## src/rtl/mvm_acc_act_pkg.sv

```systemverilog
// Shared constants, state type and activation helper for the MVM
// accumulate/activate stage.
package mvm_acc_act_pkg;

   localparam int NUM_BIT_DEF = 4;
   localparam int DIM_DEF     = 4;
   localparam int FN_W        = 32;

   typedef enum logic [1:0] {
      ACCUM = 2'd0,
      ACT   = 2'd1,
      HOLD  = 2'd2
   } state_e;

   // bias add, ReLU, arithmetic right shift, saturate to num_bit unsigned
   function automatic logic [FN_W-1:0] sat_relu(
      input logic signed [FN_W-1:0] acc,
      input logic signed [FN_W-1:0] bias,
      input int unsigned            shift,
      input int unsigned            num_bit
   );
      logic signed [FN_W-1:0] sum_v;
      logic signed [FN_W-1:0] rel_v;
      logic signed [FN_W-1:0] max_v;
      sum_v = acc + bias;
      max_v = (32'sd1 <<< num_bit) - 32'sd1;
      if (sum_v < 32'sd0) begin
         rel_v = 32'sd0;
      end else begin
         rel_v = sum_v >>> shift;
      end
      if (rel_v > max_v) begin
         sat_relu = max_v;
      end else begin
         sat_relu = rel_v;
      end
   endfunction

endpackage

```

## src/rtl/mvm_acc_act_acc_lane.sv

```systemverilog
// One lane: signed accumulator with add/sub/clear plus the combinational
// bias + ReLU + shift + saturate path feeding the output register.
module mvm_acc_act_acc_lane
   import mvm_acc_act_pkg::*;
#(
   parameter int NUM_BIT = NUM_BIT_DEF,
   parameter int ACC_BIT = NUM_BIT_DEF + 4,
   parameter int SHIFT   = 0
) (
   input  logic               i_clk_acc,
   input  logic               i_rst_acc,
   input  logic               i_add,
   input  logic               i_sub,
   input  logic               i_clr,
   input  logic [NUM_BIT-1:0] i_val,
   input  logic [NUM_BIT:0]   i_bias,
   output logic [NUM_BIT-1:0] o_act
);

   logic signed [ACC_BIT-1:0] acc_r;
   logic signed [ACC_BIT-1:0] val_ext_s;
   logic signed [FN_W-1:0]    acc_wide_s;
   logic signed [FN_W-1:0]    bias_wide_s;
   logic [FN_W-1:0]           act_wide_s;
   logic                      unused_hi_s;

   // MVM counts are unsigned, so zero-extend before add/sub
   assign val_ext_s = {{(ACC_BIT-NUM_BIT){1'b0}}, i_val};

   // accumulator register; clear wins over any update in the same cycle
   always_ff @(posedge i_clk_acc) begin
      if (i_rst_acc) begin
         acc_r <= '0;
      end else if (i_clr) begin
         acc_r <= '0;
      end else if (i_add) begin
         acc_r <= acc_r + val_ext_s;
      end else if (i_sub) begin
         acc_r <= acc_r - val_ext_s;
      end else begin
         acc_r <= acc_r;
      end
   end

   // sign-extend accumulator and bias, then apply the activation
   always_comb begin
      acc_wide_s  = {{(FN_W-ACC_BIT){acc_r[ACC_BIT-1]}}, acc_r};
      bias_wide_s = {{(FN_W-NUM_BIT-1){i_bias[NUM_BIT]}}, i_bias};
      act_wide_s  = sat_relu(acc_wide_s, bias_wide_s, SHIFT, NUM_BIT);
      o_act       = act_wide_s[NUM_BIT-1:0];
   end

   // upper bits are always zero after saturation
   assign unused_hi_s = ^act_wide_s[FN_W-1:NUM_BIT];

endmodule

```

## src/rtl/mvm_acc_act.sv

```systemverilog
// Accumulates NUM_TERM signed MVM passes per lane, then applies
// bias/ReLU/shift/saturate and offers the vector on valid/ready.
module mvm_acc_act
   import mvm_acc_act_pkg::*;
#(
   parameter int NUM_BIT  = NUM_BIT_DEF,
   parameter int DIM      = DIM_DEF,
   parameter int NUM_TERM = 4,
   parameter int SHIFT    = 0,
   parameter int ACC_BIT  = NUM_BIT + $clog2(NUM_TERM) + 2
) (
   input  logic                         i_clk_acc,
   input  logic                         i_rst_acc,
   input  logic                         i_ismvm,
   input  logic [DIM-1:0][NUM_BIT-1:0]  i_wx_result,
   input  logic                         i_w_neg,
   input  logic [DIM-1:0][NUM_BIT:0]    i_bias,
   input  logic                         i_clear,
   input  logic                         i_ready,
   output logic                         o_valid,
   output logic [DIM-1:0][NUM_BIT-1:0]  o_y,
   output logic                         o_busy,
   output logic                         o_overrun
);

   localparam int CNT_W = (NUM_TERM > 1) ? $clog2(NUM_TERM) : 1;
   localparam logic [CNT_W-1:0] TERM_LAST = CNT_W'(NUM_TERM - 1);

   state_e                      state_r;
   state_e                      state_nx_s;
   logic [CNT_W-1:0]            term_cnt_r;
   logic [CNT_W-1:0]            term_cnt_nx_s;
   logic                        ismvm_d_r;
   logic                        done_s;
   logic                        acc_add_s;
   logic                        acc_sub_s;
   logic                        acc_clr_s;
   logic                        y_load_s;
   logic                        valid_nx_s;
   logic                        overrun_set_s;
   logic [DIM-1:0][NUM_BIT-1:0] act_s;

   // falling edge of the MVM busy flag marks a finished pass
   assign done_s = ismvm_d_r & ~i_ismvm;

   // next-state, lane controls and handshake; frame abort overrides all
   always_comb begin
      state_nx_s    = state_r;
      term_cnt_nx_s = term_cnt_r;
      acc_add_s     = 1'b0;
      acc_sub_s     = 1'b0;
      acc_clr_s     = 1'b0;
      y_load_s      = 1'b0;
      valid_nx_s    = o_valid;
      overrun_set_s = 1'b0;
      case (state_r)
         ACCUM: begin
            if (done_s) begin
               acc_add_s = ~i_w_neg;
               acc_sub_s = i_w_neg;
               if (term_cnt_r == TERM_LAST) begin
                  term_cnt_nx_s = '0;
                  state_nx_s    = ACT;
               end else begin
                  term_cnt_nx_s = term_cnt_r + CNT_W'(1);
               end
            end else begin
               state_nx_s = ACCUM;
            end
         end
         ACT: begin
            y_load_s      = 1'b1;
            valid_nx_s    = 1'b1;
            overrun_set_s = done_s;
            state_nx_s    = HOLD;
         end
         HOLD: begin
            overrun_set_s = done_s;
            if (i_ready && o_valid) begin
               valid_nx_s = 1'b0;
               acc_clr_s  = 1'b1;
               state_nx_s = ACCUM;
            end else begin
               state_nx_s = HOLD;
            end
         end
         default: begin
            state_nx_s = ACCUM;
         end
      endcase
      if (i_clear) begin
         acc_add_s     = 1'b0;
         acc_sub_s     = 1'b0;
         acc_clr_s     = 1'b1;
         y_load_s      = 1'b0;
         valid_nx_s    = 1'b0;
         overrun_set_s = 1'b0;
         term_cnt_nx_s = '0;
         state_nx_s    = ACCUM;
      end else begin
         acc_clr_s = acc_clr_s;
      end
   end

   // control registers and registered outputs
   always_ff @(posedge i_clk_acc) begin
      if (i_rst_acc) begin
         state_r    <= ACCUM;
         term_cnt_r <= '0;
         ismvm_d_r  <= 1'b0;
         o_valid    <= 1'b0;
         o_busy     <= 1'b0;
         o_y        <= '0;
         o_overrun  <= 1'b0;
      end else begin
         state_r    <= state_nx_s;
         term_cnt_r <= term_cnt_nx_s;
         ismvm_d_r  <= i_ismvm;
         o_valid    <= valid_nx_s;
         o_busy     <= (state_nx_s != ACCUM);
         if (i_clear) begin
            o_y       <= '0;
            o_overrun <= 1'b0;
         end else begin
            o_y       <= y_load_s ? act_s : o_y;
            o_overrun <= o_overrun | overrun_set_s;
         end
      end
   end

   for (genvar g = 0; g < DIM; g++) begin : g_lane
      mvm_acc_act_acc_lane #(
         .NUM_BIT (NUM_BIT),
         .ACC_BIT (ACC_BIT),
         .SHIFT   (SHIFT)
      ) u_lane (
         .i_clk_acc (i_clk_acc),
         .i_rst_acc (i_rst_acc),
         .i_add     (acc_add_s),
         .i_sub     (acc_sub_s),
         .i_clr     (acc_clr_s),
         .i_val     (i_wx_result[g]),
         .i_bias    (i_bias[g]),
         .o_act     (act_s[g])
      );
   end

endmodule

```

## config.mk

```make
export PLATFORM = sky130hd
export DESIGN_NAME = mvm_acc_act
export DESIGN_NICKNAME = d
export VERILOG_FILES = /design/src/rtl/mvm_acc_act_pkg.sv /design/src/rtl/mvm_acc_act_acc_lane.sv /design/src/rtl/mvm_acc_act.sv
export SDC_FILE = /design/constraint.sdc
export NUM_CORES = 1
export LEC_CHECK = 0
export CAP_MARGIN = 20
export CORE_UTILIZATION = 55
export CTS_CLUSTER_SIZE = 40
export DETAILED_ROUTE_END_ITERATION = 7
export PLACE_DENSITY = 0.91
export RECOVER_POWER = 50
export SLEW_MARGIN = 25
export SYNTH_ARGS = -nofsm -noshare
export SYNTH_HDL_FRONTEND = slang
export SYNTH_HIERARCHICAL = 1
export SYNTH_SLANG_ARGS = --single-unit
export TNS_END_PERCENT = 5
```

## constraint.sdc

```tcl
create_clock -name i_clk_acc -period 4.25 [get_ports i_clk_acc]
set_input_delay 0.85 -clock i_clk_acc [delete_from_list [all_inputs] [get_ports i_clk_acc]]
set_output_delay 0.85 -clock i_clk_acc [all_outputs]
set_load 0.005 [all_outputs]
```

==> qor.txt, run 1 <==
EDFF count, synth: 0
CP Class: in2reg
clock transition at the registers of the reported paths: 0.11 ns
fill count: 785
CTS tree: yes
Area contributors post-synth: dfxtp_1, ha_1, nor2_1
CP Max Fanout: 19
Rel. slew slack: 23.4%
vias in the first global route: 4,794
worst r2r src: state_r[1]
multi-input logic area: 3910 µm²
Yosys reg bits: 56
drt initial violations: 165
sequential-to-total area share from yosys stat: 21.5%
Vias/cell: 5.93
total grt overflow: 0
Setup Skew: 0.0125 ns
Hold WC Path Type: reg2reg
actual transition at the worst max-transition pin: 1.15 ns
endpoint class of the critical path: flop
# H-tree levels: 2
# port buffers: 60
register area: 1120 µm²
commonest cells after routing, fill and taps aside: nor2_1, ha_1, dfxtp_1, nand2_1, a21oi_1
die span in x: 99.5 µm
share of cells above drive strength 1: 5.92%
WP data arrival: 4.01 ns
DP HPWL: 9.71 mm
Post CTS Setup Buffer Count: 0
Reg2Reg Capture Point: g_lane[1].u_lane/acc_r[7]
Max Transition Viols Final: 0
Cell Area, Synth: 5230 µm²
pin count of the biggest net entering global routing: 20
Int Pwr: 0.000788 W
PD cells: 186 nW/µm²
Mapped Nets: 778
DRC errors left: 0
hold-fix buffer count after cts: 0
WHS Path Cells: 2
Initial Util: 56.6%
overall routing resource usage: 25.2%
final setup TNS: 0 ns
row cnt: 35
Post-synth top flop: dfxtp_1
# setup viols final: 0
hold path start: term_cnt_r[0]
clock sinks: 56
cell taking the most area after synthesis: dfxtp_1
Sw Share: 29.8%
peak supply drop: 0.000132 V
Synth Warn #: 6
max cap viols: 0
Psw: 0.000334 W
Combinational Power Share: 24.7%
f_max: 265 MHz
antenna viol nets, final: 0
CP Launch Type: primary input
Final period util: 88.6%
final wirelength: 12.2 mm
chip height: 99.5 µm
Hold Vio Cnt, Final: 0
ANT cells: 0
initial antenna violation count: 0
status: finished clean
Gates resized, CTS repair: 0
vias post-DR: 4,976
TritonCTS Buffers: 5
Pre-antenna DRT Iters: 7
Flop pwr share: 47.6%
post-synthesis cell type count: 49
most common cell after layout, fill and taps aside: nor2_1
core region area: 9240 µm²
Pleak: 2.56 nW
Crit path required time: 4.49 ns
Tmin final: 3.77 ns
cells after synthesis: 655
Post-synth ARST share: 0%
hold path endpoint: term_cnt_r[0]
Mean Syn Cell Area: 7.98 µm²
post-synth top area share: 21.5%
Nets: 832
Tot Pwr: 0.00112 W
RSZ-0062 raised after global routing: no
CTS Buffer Depth: 2
die area: 9900 µm²
io pins: 61
clk_lat worst skew: 0.31 ns
clk root buf: clkbuf_8
gpl congestion: 0.929
DR WL/cell: 14.6 µm
Reg2Reg Depth: 13
clock power share: 27.7%
FF-to-FF setup slack: 0.96 ns
first-pass GRT wire length: 20.7 mm
Area Growth Syn to Fin: 15.4%
## power by group through the flow
stage	sequential (W)	clock (W)	combinational, W
after floorplan	0.000544	0	0.000184
after global placement	0.000546	0	0.000261
after detailed placement	0.000546	0	0.000273
after CTS	0.000534	0.000318	0.000276
after global routing	0.000534	0.000336	0.000309
final	0.000534	0.000311	0.000277
## critical path, stage by stage
cell	delay (ns)
clkdlybuf4s50_1	0.45
nand3b_1	0.35
nor3_2	0.24
buf_4	0.27
mux2_2	0.39
ha_1	0.29
a21o_1	0.20
a211oi_1	0.29
o21ai_0	0.16
and3_1	0.18
o21ai_0	0.14
nor3b_1	0.19
## area by class of cell
class / count / share of cell area (%)
clock buffer: 6 / 1.37
timing repair buffer: 64 / 10.4
clock inverter: 2 / 0.166
multi-input combinational: 551 / 64.9
tap: 129 / 2.68
sequential: 56 / 18.6
inverter: 31 / 1.93
## metal layers
metal  wire length [µm]  global-route usage [%]
met2               5780                    42.3
met4                320                    10.2
met1               5550                    32.6
met5                  0                       0
met3                581                    3.58
## worst max path at each step
| stage | from | slack [ns] | endpoint |
|---|---|---|---|
| after detailed placement | i_ismvm | 0.34 | g_lane[3].u_lane/acc_r[7] |
| after global routing | i_ismvm | 0.26 | g_lane[3].u_lane/acc_r[7] |
| after global placement | i_ismvm | 0.51 | g_lane[2].u_lane/acc_r[7] |
| final | i_ismvm | 0.48 | g_lane[1].u_lane/acc_r[7] |
| after floorplan | i_ismvm | 0.94 | g_lane[1].u_lane/acc_r[7] |
| after CTS | i_ismvm | 0.66 | g_lane[3].u_lane/acc_r[7] |
## per-stage QoR
step	cell area (µm²)	setup WS, ns	instances	util (%)	hold slack (ns)
floorplan	5230	0.942	655	-	0.445
global placement	5960	0.509	831	64.5	0.458
detailed placement	5960	0.340	831	64.5	0.472
CTS	6050	0.661	839	65.5	0.485
global route	6030	0.265	839	65.3	0.504
finish	6030	0.483	839	65.3	0.481
## cell families after synthesis
family / count (synthesis) / share of synthesized area [%]
AO/OA/AOI/OAI: 171 / 21.4
XOR/XNOR: 27 / 4.52
adder cells (fa/ha/maj): 81 / 20.5
buffers and inverters: 48 / 3.59
flip-flops: 56 / 21.5
multiplexers: 30 / 5.94
AND/OR/NAND/NOR: 242 / 22.6
## sequential cells by signal (all words and copies together) (netlist names)
name and cells:
g_lane.u_lane/acc_r 32, o_y 16, state_r 2, term_cnt_r 2, ismvm_d_r 1, o_busy 1
o_overrun 1, o_valid 1
## synth_stat cells, types with 4 or more instances
| master | number |
|---|---|
| a211oi_1 | 19 |
| a211oi_2 | 5 |
| a21o_1 | 12 |
| a21oi_1 | 55 |
| a31o_2 | 4 |
| a31oi_1 | 15 |
| and3_1 | 6 |
| clkbuf_1 | 13 |
| dfxtp_1 | 56 |
| fa_1 | 8 |
| ha_1 | 73 |
| inv_1 | 31 |
| mux2_2 | 8 |
| mux2i_1 | 22 |
| nand2_1 | 55 |
| nand2b_1 | 13 |
| nand3_1 | 13 |
| nor2_1 | 86 |
| nor2b_1 | 8 |
| nor3_1 | 23 |
| nor3b_1 | 5 |
| nor4b_1 | 7 |
| o21ai_0 | 32 |
| o31ai_1 | 8 |
| or2_2 | 9 |
| or4_1 | 5 |
| xnor2_1 | 16 |
| xor2_1 | 11 |
Note: power is estimated with default switching activity, not from simulation.
==> run 2, diff against run 1 <==
CORE_UTILIZATION = 45   (was 55)
PLACE_DENSITY = 0.78   (was 0.91)
==> qor.txt, run 2 (synthesized netlist as in run 1, its figures left out) <==
status: finished clean
Hold Vio Cnt, Final: 0
CP Max Fanout: 9
CTS Buffer Depth: 2
Area after DPL: 5990 µm²
io pins: 61
register area: 1120 µm²
Pleak: 2.59 nW
vias post-DR: 4,907
# H-tree levels: 2
Gates resized, CTS repair: 0
max cap viols: 0
pin count of the biggest net entering global routing: 20
die span in x: 110 µm
Fin Hold WS: 0.475 ns
drt initial violations: 175
total grt overflow: 0
PD cells: 198 nW/µm²
Tmin final: 3.81 ns
endpoint class of the critical path: flop
clk_lat worst skew: 0.29 ns
vias in the first global route: 4,904
Setup Skew: 0.00647 ns
TritonCTS Buffers: 5
core region area: 11,100 µm²
actual transition at the worst max-transition pin: 1.27 ns
WP data arrival: 3.98 ns
clock transition at the registers of the reported paths: 0.07 ns
CP Class: in2reg
final wirelength: 12.3 mm
clk root buf: clkbuf_16
Crit path required time: 4.42 ns
gpl congestion: 0.915
Initial Util: 47.2%
Pre-antenna DRT Iters: 4
ANT cells: 0
hold path start: term_cnt_r[0]
# setup viols final: 0
largest registers: g_lane.u_lane/acc_r x32, o_y x16
overall routing resource usage: 21.2%
DRC errors left: 0
commonest cells after routing, fill and taps aside: nor2_1, ha_1, dfxtp_1, nand2_1, a21oi_1
Largest register FFs: 32
Max Transition Viols Final: 0
# port buffers: 60
chip height: 110 µm
first-pass GRT wire length: 20.6 mm
f_max: 262 MHz
initial antenna violation count: 0
Rel. slew slack: 15.5%
hold-fix buffer count after cts: 0
multi-input logic area: 3930 µm²
Post CTS Setup Buffer Count: 0
FF-to-FF setup slack: 0.87 ns
die area: 12,000 µm²
DR WL/cell: 14.4 µm
CTS tree: yes
RSZ-0062 raised after global routing: no
Most flops, register: g_lane.u_lane/acc_r
final worst slack: 0.440 ns
final setup TNS: 0 ns
Hold WC Path Type: reg2reg
row cnt: 38
most common cell after layout, fill and taps aside: nor2_1
DP HPWL: 10.0 mm
Vias/cell: 5.77
Final Util: 55.2%
peak supply drop: 0.000172 V
fill count: 1,022
dpl ws: 0.378 ns
clock sinks: 56
Area Growth Syn to Fin: 16.9%
antenna viol nets, final: 0
worst r2r src: state_r[1]
Final period util: 89.6%
CP Launch Type: primary input
Worst Setup SP: i_ismvm
fin area: 6110 µm²
Nets: 834
share of cells above drive strength 1: 5.49%
-- run 2: cell types whose count changed in the layout (fill, tap and decap cells not counted), moves of 3 or more --
cell and delta:
clkbuf_8 -6, clkbuf_16 +5, clkbuf_1 +3, mux2_1 +3, mux2_2 -3
-- run 2: worst max-delay path, cell delays in order --
cell and delay [ns]:
clkdlybuf4s50_1 0.43, nand3b_4 0.22, nor3_2 0.25, clkbuf_1 0.39, mux2_2 0.42, fa_1 0.44
a21o_1 0.17, a21oi_1 0.23, nor2b_1 0.08, o21ai_0 0.25, or4_1 0.17, nand3_1 0.08
-- run 2: through the flow --
stage          std cells  power (W)
6_report             851    0.00121
5_1_grt              851    0.00127
4_1_cts              851    0.00122
3_5_place_dp         844   0.000822
3_3_place_gp         844   0.000811
2_1_floorplan        655   0.000728
-- run 2: final cells by class --
class / count / share of cell area [%]
tap: 140 / 2.87
clock inverter: 1 / 0.0819
timing repair buffer: 66 / 10.4
clock buffer: 6 / 2.11
sequential: 56 / 18.3
multi-input combinational: 551 / 64.3
inverter: 31 / 1.90
-- run 2: final timing paths --
| path | endpoint | cells past startpoint |
|---|---|---|
| setup / recovery | g_lane[1].u_lane/acc_r[6] | 12 |
| hold reg to reg | term_cnt_r[0] | 2 |
| hold / removal | term_cnt_r[0] | 2 |
| setup reg to reg | g_lane[1].u_lane/acc_r[6] | 13 |
-- run 2: metal layers --
layer	wire length, µm	GRT usage, %	vias up	share of wire [%]
met1	5560	24.3	2291	45
li1	-	-	2493	-
met2	6040	39.8	102	49
met5	0	0	-	0
met3	435	2.96	21	3.5
met4	233	7.24	0	1.9
-- run 2: report_power, final --
part | total (W) | internal (W) | switching, W
logic | 0.000277 | 0.000128 | 0.000150
registers | 0.000534 | 0.000529 | 0.00000474
clock network | 0.000401 | 0.000215 | 0.000186
==> run 3, diff against run 2 <==
ABC_CLOCK_PERIOD_IN_PS = 4250   (was not set)
==> results of run 3 <==
Final layout, timing and power as in run 2 (identical DEF).
